==> src/rtl/game_round_ctrl_if.sv <==
// game_round_ctrl_if: player inputs and VGA/result outputs of game_round_ctrl
// master drives go/p1_choice/p2_choice; slave (the controller) drives pixel bus, winner, scores, busy
interface game_round_ctrl_if;
    logic       go;
    logic [2:0] p1_choice;
    logic [2:0] p2_choice;
    logic [7:0] x;
    logic [6:0] y;
    logic [2:0] colour;
    logic       plot;
    logic [1:0] winner;
    logic [3:0] score1;
    logic [3:0] score2;
    logic       busy;
    modport master (output go, p1_choice, p2_choice, input x, y, colour, plot, winner, score1, score2, busy);
    modport slave (input go, p1_choice, p2_choice, output x, y, colour, plot, winner, score1, score2, busy);
endinterface

==> src/rtl/game_round_ctrl.sv <==
// game_round_ctrl: two-player cat/dog/chicken round controller drawing a 16x16 result square
// clk: rising-edge clock; resetn: async active-low reset
// gr (slave): go, p1_choice, p2_choice in; x, y, colour, plot, winner, score1, score2, busy out
module game_round_ctrl (
    input  logic             clk,
    input  logic             resetn,
    game_round_ctrl_if.slave gr
);
    typedef enum logic [1:0] {IDLE, WAIT_P2, JUDGE, DRAW} state_t;
    state_t state, state_n;
    logic       go_q, go_edge, p1_ok, p2_ok, p1_beats, last_px, drawing;
    logic [2:0] p1_r, p2_r, colour_n;
    logic [1:0] result, sel, winner_r;
    logic [7:0] cnt, cnt_n, ox;
    logic [3:0] score1_r, score2_r;
    function automatic logic onehot3(input logic [2:0] c);
        return c == 3'b001 || c == 3'b010 || c == 3'b100;
    endfunction
    assign go_edge  = gr.go & ~go_q;
    assign p1_ok    = onehot3(gr.p1_choice);
    assign p2_ok    = onehot3(gr.p2_choice);
    assign p1_beats = (p1_r == 3'b010 && p2_r == 3'b001) ||
                      (p1_r == 3'b001 && p2_r == 3'b100) ||
                      (p1_r == 3'b100 && p2_r == 3'b010);
    assign result   = p1_r == p2_r ? 2'b11 : p1_beats ? 2'b01 : 2'b10;
    // the first pixel is issued on the JUDGE exit edge, before winner_r is updated
    assign sel      = state == JUDGE ? result : winner_r;
    assign ox       = sel == 2'b01 ? 8'd20 : sel == 2'b10 ? 8'd124 : 8'd72;
    assign colour_n = sel == 2'b01 ? 3'b100 : sel == 2'b10 ? 3'b001 : 3'b111;
    assign cnt_n    = state == JUDGE ? 8'd0 : cnt + 8'd1;
    assign last_px  = cnt == 8'hff;
    assign drawing  = state == JUDGE || (state == DRAW && !last_px);
    always_ff @(posedge clk or negedge resetn)
        if (!resetn) state <= IDLE;
        else state <= state_n;
    always_comb begin
        state_n = state;
        case (state)
            IDLE:    if (go_edge && p1_ok) state_n = WAIT_P2;
            WAIT_P2: if (go_edge && p2_ok) state_n = JUDGE;
            JUDGE:   state_n = DRAW;
            DRAW:    if (last_px) state_n = IDLE;
        endcase
    end
    always_ff @(posedge clk or negedge resetn)
        if (!resetn) begin
            go_q     <= 1'b0;
            p1_r     <= 3'b000;
            p2_r     <= 3'b000;
            winner_r <= 2'b00;
            score1_r <= 4'd0;
            score2_r <= 4'd0;
            cnt      <= 8'd0;
            gr.plot  <= 1'b0;
            gr.x     <= 8'd0;
            gr.y     <= 7'd0;
            gr.colour <= 3'b000;
        end else begin
            go_q <= gr.go;
            if (state == IDLE && go_edge && p1_ok) p1_r <= gr.p1_choice;
            if (state == WAIT_P2 && go_edge && p2_ok) p2_r <= gr.p2_choice;
            if (state == JUDGE) begin
                winner_r <= result;
                if (result == 2'b01 && score1_r != 4'd15) score1_r <= score1_r + 4'd1;
                if (result == 2'b10 && score2_r != 4'd15) score2_r <= score2_r + 4'd1;
            end
            // cnt holds the {yoff,xoff} of the pixel currently on the bus
            if (drawing) begin
                cnt       <= cnt_n;
                gr.plot   <= 1'b1;
                gr.x      <= ox + {4'b0, cnt_n[3:0]};
                gr.y      <= 7'd50 + {3'b0, cnt_n[7:4]};
                gr.colour <= colour_n;
            end else begin
                cnt     <= 8'd0;
                gr.plot <= 1'b0;
            end
        end
    assign gr.winner = winner_r;
    assign gr.score1 = score1_r;
    assign gr.score2 = score2_r;
    assign gr.busy   = state == JUDGE || state == DRAW;
endmodule

==> src/flat_wrapper.sv <==
// flat-port wrapper written by rule: the top's interface ports become plain ports
module game_round_ctrl_flat 
  (clk, resetn, gr_go, gr_p1_choice, gr_p2_choice, gr_x, gr_y, gr_colour, gr_plot, gr_winner, gr_score1, gr_score2, gr_busy);
  game_round_ctrl_if gr_i ();
  input  logic clk;
  input  logic resetn;
  input wire logic [$bits(gr_i.go)-1:0] gr_go;
  input wire logic [$bits(gr_i.p1_choice)-1:0] gr_p1_choice;
  input wire logic [$bits(gr_i.p2_choice)-1:0] gr_p2_choice;
  output wire logic [$bits(gr_i.x)-1:0] gr_x;
  output wire logic [$bits(gr_i.y)-1:0] gr_y;
  output wire logic [$bits(gr_i.colour)-1:0] gr_colour;
  output wire logic [$bits(gr_i.plot)-1:0] gr_plot;
  output wire logic [$bits(gr_i.winner)-1:0] gr_winner;
  output wire logic [$bits(gr_i.score1)-1:0] gr_score1;
  output wire logic [$bits(gr_i.score2)-1:0] gr_score2;
  output wire logic [$bits(gr_i.busy)-1:0] gr_busy;
  assign gr_i.go = gr_go;
  assign gr_i.p1_choice = gr_p1_choice;
  assign gr_i.p2_choice = gr_p2_choice;
  assign gr_x = gr_i.x;
  assign gr_y = gr_i.y;
  assign gr_colour = gr_i.colour;
  assign gr_plot = gr_i.plot;
  assign gr_winner = gr_i.winner;
  assign gr_score1 = gr_i.score1;
  assign gr_score2 = gr_i.score2;
  assign gr_busy = gr_i.busy;
  game_round_ctrl u_core (.clk(clk), .resetn(resetn), .gr(gr_i));
endmodule
==> config.mk <==
export PLATFORM = sky130hd
export DESIGN_NAME = game_round_ctrl_flat
export DESIGN_NICKNAME = d
export VERILOG_FILES = /design/src/rtl/game_round_ctrl_if.sv /design/src/rtl/game_round_ctrl.sv /design/src/flat_wrapper.sv
export SDC_FILE = /design/constraint.sdc
export NUM_CORES = 1
export LEC_CHECK = 0
export BUFFER_PORTS_ARGS = -buffer_cell sky130_fd_sc_hd__buf_2
export CAP_MARGIN = 10
export CORE_ASPECT_RATIO = 1.75
export CORE_MARGIN = 5
export CORE_UTILIZATION = 44
export DETAILED_ROUTE_END_ITERATION = 8
export PLACE_DENSITY_LB_ADDON = 0.08
export SLEW_MARGIN = 30
export SYNTH_ARGS = -nofsm -noshare
export SYNTH_HDL_FRONTEND = slang
export SYNTH_SLANG_ARGS = --single-unit
==> constraint.sdc <==
create_clock -name clk -period 3.1 [get_ports clk]
set_input_delay 0.62 -clock clk [delete_from_list [all_inputs] [get_ports clk]]
set_output_delay 0.62 -clock clk [all_outputs]
set_load 0.01 [all_outputs]
**Yosys cells after proc, flatten, opt, wreduce, memory -nomap -nowiden**

Cells that the tools add are included.

- $add $sub $neg: 5
- Equality and inequality tests: 26
- Mux-type cells: 14
- Bitwise operators: 2
- Reductions and logical operators: 25

Operators with widths:

| operator | number |
|---|---|
| 8-bit two-way mux | 3 |
| 3-bit by 1-bit == test with 1-bit output (second input constant) | 4 |
| 3-bit by 2-bit == test with 1-bit output (second input constant) | 4 |
| 3-bit == test (second input constant) | 4 |
| 1-bit logical AND | 12 |
| 2-bit two-way mux | 6 |
| 4-bit by 1-bit adder with 4-bit output (second input constant) | 2 |
| 8-bit by 1-bit adder with 8-bit output (second input constant) | 1 |
| 8-bit by 4-bit adder with 8-bit output | 1 |
| 2-bit == test (second input constant) | 4 |
| 8-bit == test (second input constant) | 1 |
| 1-bit logical OR | 8 |
| 4-bit inequality test (second input constant) | 2 |
| 2-bit case mux with 4 select lines | 1 |
| 6-bit by 4-bit adder with 7-bit output (first input constant) | 1 |
| 2-bit by 1-bit == test with 1-bit output (second input constant) | 3 |
| 3-bit two-way mux | 2 |
| 6-bit two-way mux | 1 |
| 2-bit by 1-bit inequality test with 1-bit output (second input constant) | 3 |
| 2-bit AND reduction | 2 |
| 3-bit == test | 1 |
| 3-bit AND reduction | 1 |
| 2-bit zero test | 1 |
| 1-bit AND | 1 |
| other kinds (3) | 3 |

- Register bits after elaboration: 46
- Bits of input ports: 9
- Output and inout bits: 30
- Word-level logic and storage cells: 84

**Logic depth before layout (Yosys ltp)**

Gate-level depths: netlist of run 1.

- Word-level depth: 11
- Depth in mapped cells: 14
- Gate-level depth less buffers: 13

**Worst setup path before layout of run 1**

Ideal clock, no wire load.

- Path type: reg-to-reg
- Start point: reg u_core.state[0]
- End point: reg u_core.gr.x[6]
- Library setup time: 127 ps
- Arrival: 2,726 ps
- Required time: 2,973 ps
- Path slack: 247 ps
- Stages on the path, launching flop included: 15
- Path buffers: 2
- Period minus slack after synthesis: 2,853 ps
- Path through: dfrtp_1 inv_1 ha_1 clkbuf_1 clkbuf_1 nand3_1 o21a_1 ha_1 inv_1 ha_1 inv_1 fa_1 nor2b_1 xnor2_1 o21ai_0

- Cells in the longest elaborated chain, start to end: 6
- Elaborated cells on any way between the ends: 11
- Classes of those cells: 1 x add/sub; 4 x eq/ne; 4 x mux; 2 x reduce/logical

Ends and longest elaborated chain:

| element | RTL line | source |
|---|---|---|
| start, declared | game_round_ctrl.sv:10 | `state_t state, state_n;` |
| start signal, assigned | game_round_ctrl.sv:35 | `else state <= state_n;` |
| 2-bit == test * | game_round_ctrl.sv:27 | `assign sel = state == JUDGE ? result : winner_r;` |
| 2-bit two-way mux * | game_round_ctrl.sv:27 |  |
| via u_core.sel[1] | game_round_ctrl.sv:13 | `logic [1:0] result, sel, winner_r;` |
| 2-bit == test | game_round_ctrl.sv:28 | `assign ox = sel == 2'b01 ? 8'd20 : sel == 2'b10 ? 8'd124 : 8'd72;` |
| 6-bit two-way mux | game_round_ctrl.sv:28 |  |
| 8-bit two-way mux * | game_round_ctrl.sv:28 |  |
| 8-bit by 4-bit adder with 8-bit output * | game_round_ctrl.sv:71 | `gr.x <= ox + {4'b0, cnt_n[3:0]};` |
| end signal, assigned | game_round_ctrl.sv:71 |  |
| end, declared | game_round_ctrl_if.sv:16 | `modport slave (input go, p1_choice, p2_choice, output x, y, colour, plot, winner, score1, score2, busy);` |

Mark *: on every way through the listed nets, which the timed path passes. The rest lies on a longest branch.
A chain may end at the register's enable or synchronous reset.

**Worst setup path in the final report of run 1**

- Start point: reg u_core.p1_r[1]
- End point: reg u_core.gr.x[6]

- Cells in the longest elaborated chain, start to end: 11
- Elaborated cells on any way between the ends: 17
- Classes of those cells: 1 x add/sub; 6 x eq/ne; 5 x mux; 5 x reduce/logical

Ends and longest elaborated chain:

| element | RTL line | source |
|---|---|---|
| start, declared | game_round_ctrl.sv:12 | `logic [2:0] p1_r, p2_r, colour_n;` |
| start signal, assigned | game_round_ctrl.sv:60 | `if (state == IDLE && go_edge && p1_ok) p1_r <= gr.p1_choice;` |
| 3-bit by 2-bit == test with 1-bit output or 3-bit by 1-bit == test with 1-bit output (tied branches) | game_round_ctrl.sv:22, game_round_ctrl.sv:23 |  |
| 1-bit logical AND, on equally long branches | game_round_ctrl.sv:22, game_round_ctrl.sv:23 |  |
| 1-bit logical OR | game_round_ctrl.sv:22 | `assign p1_beats = (p1_r == 3'b010 && p2_r == 3'b001) \|\|` |
| 1-bit logical OR | game_round_ctrl.sv:23 | `(p1_r == 3'b001 && p2_r == 3'b100) \|\|` |
| 2-bit two-way mux | game_round_ctrl.sv:25 | `assign result = p1_r == p2_r ? 2'b11 : p1_beats ? 2'b01 : 2'b10;` |
| 2-bit two-way mux * | game_round_ctrl.sv:25 |  |
| 2-bit two-way mux * | game_round_ctrl.sv:27 |  |
| via u_core.sel[1] | game_round_ctrl.sv:13 |  |
| 2-bit == test | game_round_ctrl.sv:28 |  |
| 6-bit two-way mux | game_round_ctrl.sv:28 |  |
| 8-bit two-way mux * | game_round_ctrl.sv:28 |  |
| 8-bit by 4-bit adder with 8-bit output * | game_round_ctrl.sv:71 |  |

Marks and branches as above.

==> impl_metrics.csv, run 1 <==
group,metric,value,unit
sta,tns,0,ns
route,wl_per_cell,13.4,um
logic_synthesis,synth_warnings,0,
logic_synthesis,synth_edf_count,0,
sta,fin_crit,2.86,ns
logic_synthesis,synthArstFlopShare,1.00,
route,dr.first_iter.drc_count,44,
cts,cts_root_buf,"clkbuf_8",
run_status,status,"complete, no violations",
sta,drv_slew,0,
sta,slew_headroom,0.599,
pwr,power,2630,uW
logic_synthesis,yosysSeqAreaShare,0.505,
die,fp.dieArea,6780,um2
place,gp_congestion,0.726,
logic_synthesis,yosys.area_share.simple,0.155,
worst_setup_path,cp-start-kind,"flop",
finish,multiInputGateArea,1070,um2
route,vias,1631,
finish,diodes,0,
place,port_buffers,38,
worst_setup_path,reg2reg_slack,0.24,ns
logic_synthesis,syn_area_per_cell,10.8,um2
logic_synthesis,yosysTopAreaCellShare,0.505,
cts,clock_path_buffers,2,
worst_setup_path,crit_type,"reg2reg",
grt,antenna_found_initial,0,
worst_setup_path,end_kind,"flop",
logic_synthesis,synth_adder_area_share,0.0801,
logic_synthesis,ys_ff_latch,46,
logic_synthesis,yosys.area.top_type,"dfrtp_1",
sta,tightest_slew,0.602,ns
worst_setup_path,crit_end,"u_core.gr.x[6]",
logic_synthesis,synthMuxAreaShare,0.0735,
logic_synthesis,synth_area,2280,um2
worst_setup_path,rr_startpoint,"u_core.p1_r[1]",
worst_setup_path,cp_max_fo,4,
finish,drive_gt1_frac,0.307,
logic_synthesis,synth-xor-area-share,0.0730,
job,cap_viol_max_count,0,
worst_setup_path,cp-startpoint,"u_core.p1_r[1]",
die,initial_core_util,0.454,
sta,max_clock_freq,0.350,GHz
cts,cts_buffers,5,
logic_synthesis,synth_flop_cell,"dfrtp_1",
pwr,ir_drop,0.000534,V
finish,regArea,1150,um2
worst_setup_path,cp.required,3.27,ns
cts,cts.sinks,46,
route,drt_wl_total,4220,um
cts,cts_hold_buf,0,
sta,setup_viol,0,
sta,hold_viol_final,0,
place,dp_hpwl,3180,um
sta,rsz0062_at_grt,"false",
grt,grt_use_total,0.134,
logic_synthesis,synth-compound-area-share,0.0790,
finish,fin_nets,283,
route,final_antenna_net_count,0,
grt,grt_max_degree,27,
grt,gr-total-overflow,0,
finish,area_growth,20.4,%
route,viasPerCell,5.18,
cts,clock_latency,0.29,ns
worst_setup_path,crit_arrival,3.03,ns
logic_synthesis,synth_top_family_by_area,"simple AND/OR/NAND/NOR gates",
cts,clk_pin_slew,0.09,ns
grt,grt_pass1_wl,7340,um
grt,grt_pass1_vias,1623,
die,die_h,105,um
logic_synthesis,yosysMostFrequentCell,"dfrtp_1",
logic_synthesis,netlist_instances,211,
pwr,pwr_density_cell,959,nW/um2
min_path,hold_path.class,"in2async",
logic_synthesis,synth_area_leaders,"dfrtp_1 (50%), ha_1 (7.1%), mux2_2 (6.9%)",
route,dr.pass1.iters,3,
logic_synthesis,syn_nets,234,
logic_synthesis,synth_cell_types,38,
finish,fill_cells,472,
pwr,p_leak,0.00132,uW
worst_setup_path,r2r_end,"u_core.gr.x[6]",
die,pin_count,39,
logic_synthesis,synth_common_cells,"dfrtp_1 (46), nand2_1 (17), mux2_2 (14), nor2_1 (14)",
die,row_count,34,
sta,skew,0.00925,ns
die,core_area,5020,um2
worst_setup_path,reg2regPathDepth,13,
sta,finalCritPeriodShare,0.922,
route,drc,0,
cts,htreeDepth,2,
cts,cts_tree,"built",
die,die_w,64.4,um
==> placed cells by master (no fill, tap or decap), drive strengths merged, types with 2 or more instances in the layout <==
master and count:
nor3 8, nand4 5, nand2b 4, o211ai 2, mux2 14, xor2 6
inv 12, dfrtp 46, bufinv 2, and3 3, nand3 9, or2 2
nor2 14, nand2 17, a21oi 5, nor2b 3, o21ai 13, ha 13
clkbuf 6, xnor2 13, nor4 2, buf 49
==> routing by layer <==
metal | part of all wire | up-vias | routed length, um | track usage
met1 | 0.41 | 771 | 1720 | 0.151
li1 | - | 824 | - | -
met2 | 0.53 | 31 | 2240 | 0.248
met4 | 0.015 | 0 | 65 | 0.0408
met3 | 0.046 | 5 | 192 | 0.0277
met5 | 0 | - | 0 | 0
==> per-stage QoR <==
| step | instances | hold WS, ns | util | area, um2 | worst slack (ns) |
|---|---|---|---|---|---|
| 3_3_place_gp | 301 | 0.456 | 0.506 | 2540 | 0.296 |
| 2_1_floorplan | 211 | 0.324 | - | 2280 | 0.247 |
| 5_1_grt | 315 | 0.378 | 0.547 | 2750 | 0.0312 |
| 6_report | 315 | 0.321 | 0.547 | 2750 | 0.242 |
| 4_1_cts | 309 | 0.345 | 0.535 | 2680 | 0.141 |
| 3_5_place_dp | 301 | 0.465 | 0.506 | 2540 | 0.195 |
==> timing repair <==
item | in CTS | in global routing
buffers inserted | 0 | 6
gates resized for setup | 0 | 4
setup endpoints to repair | 0 | 1
==> critical path, cell delays in order, from the launching register on <==
cell and delay, ns:
dfrtp_1 0.42, nor4bb_2 0.34, a31oi_2 0.09, o31ai_4 0.27, nand3_1 0.12, o21a_1 0.14
ha_1 0.32, inv_1 0.08, ha_1 0.16, inv_1 0.07, fa_2 0.40, nor2b_2 0.13
xnor2_1 0.11, o21ai_0 0.09
==> cell families (layout without fill, tap and decap cells) <==
| group | after synthesis | count (layout) |
|---|---|---|
| and+or+nand+nor | 70 | 70 |
| DFF | 46 | 46 |
| AOI/OAI and AO/OA | 28 | 28 |
| xor gates and xnor gates | 19 | 19 |
| buffers and inverters | 19 | 69 |
| muxes | 15 | 15 |
| adders and majority gates | 14 | 14 |
==> cell type report <==
class | count | area share
Clock buffer | 6 | 0.0301
Inverter | 12 | 0.0164
Timing Repair Buffer | 49 | 0.0993
Tap cell | 54 | 0.0246
Sequential cell | 46 | 0.419
Multi-Input combinational cell | 146 | 0.389
Clock inverter | 2 | 0.0219
==> sequential cells by signal (all words and copies together) (netlist names) <==
signal	count
u_core.gr.x	8
u_core.cnt	8
u_core.gr.colour	3
u_core.p1_r	3
u_core.p2_r	3
u_core.gr.score1	4
u_core.go_q	1
u_core.gr.y	7
u_core.gr.plot	1
u_core.gr.winner	2
u_core.state	2
u_core.gr.score2	4
==> report_power, final <==
part	switching [uW]	leakage, uW	internal, uW	total, uW
clock network	197	0.0000714	344	541
registers	162	0.000573	799	961
logic	600	0.000676	531	1130
total	959	0.00132	1670	2630
==> worst min path at each step <==
| stage | end | slack, ns | cells past startpoint | from |
|---|---|---|---|---|
| after floorplan | u_core.cnt[0] | 0.32 | 0 | resetn |
| after global placement | u_core.gr.x[3] | 0.46 | 2 | u_core.gr.x[3] |
| after detailed placement | u_core.gr.x[3] | 0.46 | 2 | u_core.gr.x[3] |
| after CTS | u_core.gr.colour[0] | 0.34 | 1 | resetn |
| after global routing | u_core.gr.colour[0] | 0.38 | 1 | resetn |
| final | u_core.gr.score2[2] | 0.32 | 1 | resetn |
Power figures use the tool's default switching activity.
==> run 2, diff against run 1 <==
--- a/config.mk
+++ b/config.mk
@@ -11,6 +11,8 @@
 export CORE_MARGIN = 5
 export CORE_UTILIZATION = 44
 export DETAILED_ROUTE_END_ITERATION = 8
+export GPL_TIMING_DRIVEN = 0
+export MAX_ROUTING_LAYER = met4
 export PLACE_DENSITY_LB_ADDON = 0.08
 export SLEW_MARGIN = 30
 export SYNTH_ARGS = -nofsm -noshare
==> run 2 against run 1 <==
Combinational power hardly changed. Sequential power is 0.4% lower. Largest cell class unchanged. Total power down 8.1%. Largest power group unchanged. First-iteration DRC count is 6.8% lower.
==> impl_metrics.csv, run 2 (same netlist as run 1, synthesis figures left out) <==
group,metric,value,unit
run_status,status,"complete, no violations",
route,dr.first_iter.drc_count,41,
die,initial_core_util,0.454,
worst_setup_path,cp.required,3.28,ns
pwr,pwr_density_cell,916,nW/um2
die,pin_count,39,
route,maxUsedRoutingLayer,"met4",
pwr,p_leak,0.00127,uW
route,wl_met2,2330,um
route,met3_length,160,um
pwr,swShare,0.396,
finish,mostFrequentLayoutCells,"dfrtp_1 (46), buf_2 (38), nand2_1 (17), nor2_1 (14), mux2_2 (14)",
grt,antenna_found_initial,0,
place,place_area,2540,um2
sta,tns,0,ns
cts,cts_buffers,5,
die,core_area,5020,um2
pwr,internal-power,1460,uW
cts,htreeDepth,2,
cts,cts_hold_buf,0,
sta,drv_slew,0,
die,die_w,64.4,um
route,dr.pass1.iters,3,
sta,hold_viol_final,0,
grt,grt_pass1_wl,7330,um
pwr,ir_drop,0.000477,V
worst_setup_path,cp_max_fo,5,
finish,final_util,0.526,
pwr,power_switching,957,uW
die,die_h,105,um
route,drt_wl_total,4280,um
route,drc,0,
cts,cts_tree,"built",
sta,max_clock_freq,0.340,GHz
place,gp_congestion,0.760,
finish,diodes,0,
finish,drive_gt1_frac,0.271,
worst_setup_path,end_kind,"flop",
finish,reg_top3,"u_core.cnt (8), u_core.gr.x (8), u_core.gr.y (7)",
grt,grt_use_total,0.141,
finish,fin_nets,281,
cts,cts_root_buf,"clkbuf_8",
die,fp.dieArea,6780,um2
die,row_count,34,
finish,area_growth,15.7,%
worst_setup_path,crit_type,"reg2reg",
grt,grt_max_degree,47,
route,met1_length,1730,um
route,final_antenna_net_count,0,
cts,cts.sinks,46,
sta,skew,0.00388,ns
finish,fin_area,2640,um2
cts,clock_path_buffers,2,
cts,clk_pin_slew,0.08,ns
route,viasPerCell,5.24,
sta,slew_headroom,0.615,
pwr,p_comb_frac,0.462,
worst_setup_path,cp-start-kind,"flop",
place,dp_hpwl,3220,um
worst_setup_path,crit_arrival,3.12,ns
job,cap_viol_max_count,0,
grt,grt_pass1_vias,1587,
sta,setup_viol,0,
sta,tightest_slew,0.578,ns
place,port_buffers,38,
pwr,p_seq_frac,0.395,
sta,fin_crit,2.94,ns
sta,finalCritPeriodShare,0.949,
cts,clock_latency,0.29,ns
finish,final_common_cell,"dfrtp_1",
pwr,power_frac_clock,0.143,
route,vias,1634,
min_path,hold_path.class,"in2async",
grt,gr-total-overflow,0,
route,wl_per_cell,13.7,um
sta,rsz0062_at_grt,"false",
run 2: cell count changes in the layout (fill, tap and decap cells not counted), sizes merged:
cell    before  now
buf         49   45
clkbuf       6    9
bufinv       2    0
run 2: worst max-delay path, stage by stage (launching register included):
cell	delay, ns
dfrtp_1	0.42
nor4bb_1	0.28
a31oi_1	0.11
o31ai_4	0.28
nand3_1	0.13
o21a_1	0.14
ha_1	0.33
inv_1	0.09
ha_1	0.16
inv_1	0.06
fa_1	0.46
nor2b_1	0.16
xnor2_1	0.12
o21ai_0	0.08
run 2: cell type report:
type / count / area, um2
plain buffers: 6 / 32.5
clock buffers: 7 / 76.3
fillers: 502 / 2380
inverters: 12 / 45.0
multi-input cells: 146 / 1050
flip-flops and latches: 46 / 1150
well taps: 54 / 67.6
repair buffers: 41 / 215
run 2: final timing paths:
path                       cells past startpoint  slack [ns]      startpoint             endpoint
setup / recovery                              13        0.16  u_core.p2_r[0]       u_core.gr.x[6]
hold / removal                                 1        0.32          resetn  u_core.gr.colour[0]
setup reg to reg                              13        0.16  u_core.p2_r[0]       u_core.gr.x[6]
hold reg to reg                                2        0.47  u_core.gr.x[5]       u_core.gr.x[5]
max in group asynchronous                      1        2.38          resetn       u_core.gr.x[3]
min in group clk                               1        0.44           gr_go          u_core.go_q
run 2: per-layer routing:
metal | GRT usage | vias up
met2 | 0.256 | 30
met3 | 0.0330 | 5
li1 | - | 814
met4 | 0.0408 | 0
met1 | 0.149 | 785
met5 | - | -
run 2: power by group through the flow:
| stage | Clock [uW] | Sequential (uW) | Combinational [uW] |
|---|---|---|---|
| floorplan | 0 | 1010 | 715 |
| global placement | 0 | 969 | 1100 |
| detailed placement | 0 | 973 | 1120 |
| CTS | 362 | 962 | 1120 |
| global route | 390 | 988 | 1260 |
| finish | 346 | 957 | 1120 |
run 2: timing repair:
action / 4_1_cts / 5_1_grt
pin swaps: 0 / 1
resized for setup: 1 / 1
setup endpoints to repair: 3 / 2
setup buffers: 0 / 3
run 2: through the flow:
| step | setup WS (ns) | hold slack (ns) | std cells | power, uW |
|---|---|---|---|---|
| detailed placement | -0.231 | 0.465 | 303 | 2090 |
| finish | 0.158 | 0.316 | 312 | 2420 |
| global placement | -0.230 | 0.456 | 303 | 2070 |
| global route | 0.00147 | 0.367 | 312 | 2640 |
| CTS | 0.0166 | 0.348 | 309 | 2440 |
| floorplan | 0.247 | 0.324 | 211 | 1730 |
==> run 3, diff against run 2 <==
--- a/config.mk
+++ b/config.mk
@@ -9,7 +9,7 @@
 export CAP_MARGIN = 10
 export CORE_ASPECT_RATIO = 1.75
 export CORE_MARGIN = 5
-export CORE_UTILIZATION = 44
+export CORE_UTILIZATION = 55
 export DETAILED_ROUTE_END_ITERATION = 8
 export GPL_TIMING_DRIVEN = 0
 export MAX_ROUTING_LAYER = met4
==> constraint.sdc (replaced) <==
create_clock -name clk -period 3.3 [get_ports clk]
set_input_delay 0.66 -clock clk [delete_from_list [all_inputs] [get_ports clk]]
set_output_delay 0.66 -clock clk [all_outputs]
set_load 0.01 [all_outputs]
==> run 3 against run 2 <==
Setup slack better by 0.12 ns. Die area is 18% lower. First-iteration DRC count decreased by 22%.
==> impl_metrics.csv, run 3 (same netlist as run 1, synthesis figures left out) <==
group,metric,value,unit
run_status,status,"complete, no violations",
finish,final_common_cell,"dfrtp_1",
cts,cts_buffers,5,
sta,rsz0062_at_grt,"false",
route,viasPerCell,5.33,
grt,grt_pass1_vias,1644,
pwr,p_leak,0.00126,uW
cts,htreeDepth,2,
sta,max_clock_freq,0.330,GHz
die,initial_core_util,0.560,
sta,tightest_slew,0.581,ns
finish,area_growth,16.0,%
route,wl_per_cell,13.7,um
pwr,pwr_density_cell,868,nW/um2
finish,final_util,0.649,
die,row_count,31,
min_path,hold_path.class,"in2async",
route,dr.first_iter.drc_count,32,
finish,fin_nets,280,
die,die_w,58.7,um
cts,cts.sinks,46,
worst_setup_path,crit_type,"reg2reg",
route,drt_wl_total,4210,um
worst_setup_path,cp_max_fo,7,
sta,setup_viol,0,
place,dpl.cell_count,298,
sta,tns,0,ns
grt,gr-total-overflow,0,
worst_setup_path,crit_arrival,3.20,ns
sta,fin_crit,3.03,ns
sta,hold_viol_final,0,
finish,mostFrequentLayoutCells,"dfrtp_1 (44), buf_2 (38), nand2_1 (17), nor2_1 (14), mux2_2 (14)",
die,fp.dieArea,5590,um2
route,vias,1631,
job,cap_viol_max_count,0,
route,dr.pass1.iters,4,
pwr,ir_drop,0.000526,V
route,final_antenna_net_count,0,
finish,final_cells,306,
die,core_area,4070,um2
finish,drive_gt1_frac,0.280,
worst_setup_path,end_kind,"flop",
route,drc,0,
sta,timing.hold.ws,0.357,ns
worst_setup_path,cp-start-kind,"flop",
place,dp_hpwl,3200,um
sta,drv_slew,0,
cts,clock_latency,0.29,ns
place,port_buffers,38,
grt,grt_pass1_wl,7310,um
grt,grt_max_degree,47,
sta,slew_headroom,0.613,
die,pin_count,39,
cts,cts_tree,"built",
finish,reg_top3,"u_core.cnt (8), u_core.gr.x (8), u_core.gr.y (7)",
sta,skew,0.00463,ns
finish,diodes,0,
place,gp_congestion,0.768,
cts,cts_root_buf,"clkbuf_8",
sta,finalCritPeriodShare,0.917,
cts,clk_pin_slew,0.08,ns
cts,clock_path_buffers,2,
grt,antenna_found_initial,0,
grt,grt_use_total,0.175,
die,die_h,95.2,um
worst_setup_path,cp.required,3.48,ns
## run 3: cell count changes in the layout (fill, tap and decap cells not counted)
cell,previous run,this run
nor4bb_1,1,0
dfrtp_1,46,44
nor4bb_2,0,1
ha_4,0,1
buf_4,6,5
dfrtp_2,0,2
ha_2,1,0
## run 3: layer usage
layer / vias to the layer above / GRT usage / wire length [um]
li1: 815 / - / -
met5: - / - / 0
met2: 37 / 0.325 / 2390
met4: 0 / 0.0510 / 56
met1: 774 / 0.183 / 1550
met3: 5 / 0.0325 / 207
## run 3: repair_timing
item,in CTS,in global routing
setup endpoints to repair,1,1
hold buffers,0,0
pin swaps,0,2
buffers inserted,0,2
gates resized for setup,1,4
## run 3: layout make-up
cell class / count / area, um2
flip-flops and latches: 46 / 1150
clock buffers: 7 / 76.3
well taps: 49 / 61.3
fillers: 392 / 1430
multi-input cells: 146 / 1070
plain buffers: 6 / 32.5
repair buffers: 40 / 208
inverters: 12 / 45.0
## run 3: final timing paths
check / start / end / slack [ns] / depth (start not counted)
min in group clk: u_core.gr.x[6] / u_core.gr.x[6] / 0.47 / 2
hold / removal: resetn / u_core.gr.x[4] / 0.36 / 1
setup / recovery: u_core.p2_r[0] / u_core.gr.x[6] / 0.27 / 13
setup reg to reg: u_core.p2_r[0] / u_core.gr.x[6] / 0.27 / 13
hold reg to reg: u_core.gr.x[6] / u_core.gr.x[6] / 0.47 / 2
max in group asynchronous: resetn / u_core.p1_r[1] / 2.51 / 1
## run 3: through the flow
step	instance area [um2]	worst slack, ns	power [uW]
floorplan	2280	0.447	1620
global placement	2530	-0.0165	1920
detailed placement	2530	-0.0222	1950
CTS	2610	0.0946	2270
global route	2650	0.0465	2500
finish	2650	0.274	2300
## run 3: where the power goes
group / internal (uW) / total (uW) / switching, uW
Clock: 146 / 318 / 171
Sequential: 753 / 910 / 157
Combinational: 496 / 1070 / 573
## run 3: critical path: stages (launching register included)
cell	delay, ns
dfrtp_2	0.44
nor4bb_2	0.29
a31oi_1	0.10
o31ai_4	0.40
nand3_1	0.14
o21a_1	0.18
ha_4	0.24
inv_1	0.07
ha_1	0.17
inv_1	0.06
fa_1	0.46
nor2b_1	0.16
xnor2_1	0.12
o21ai_0	0.08
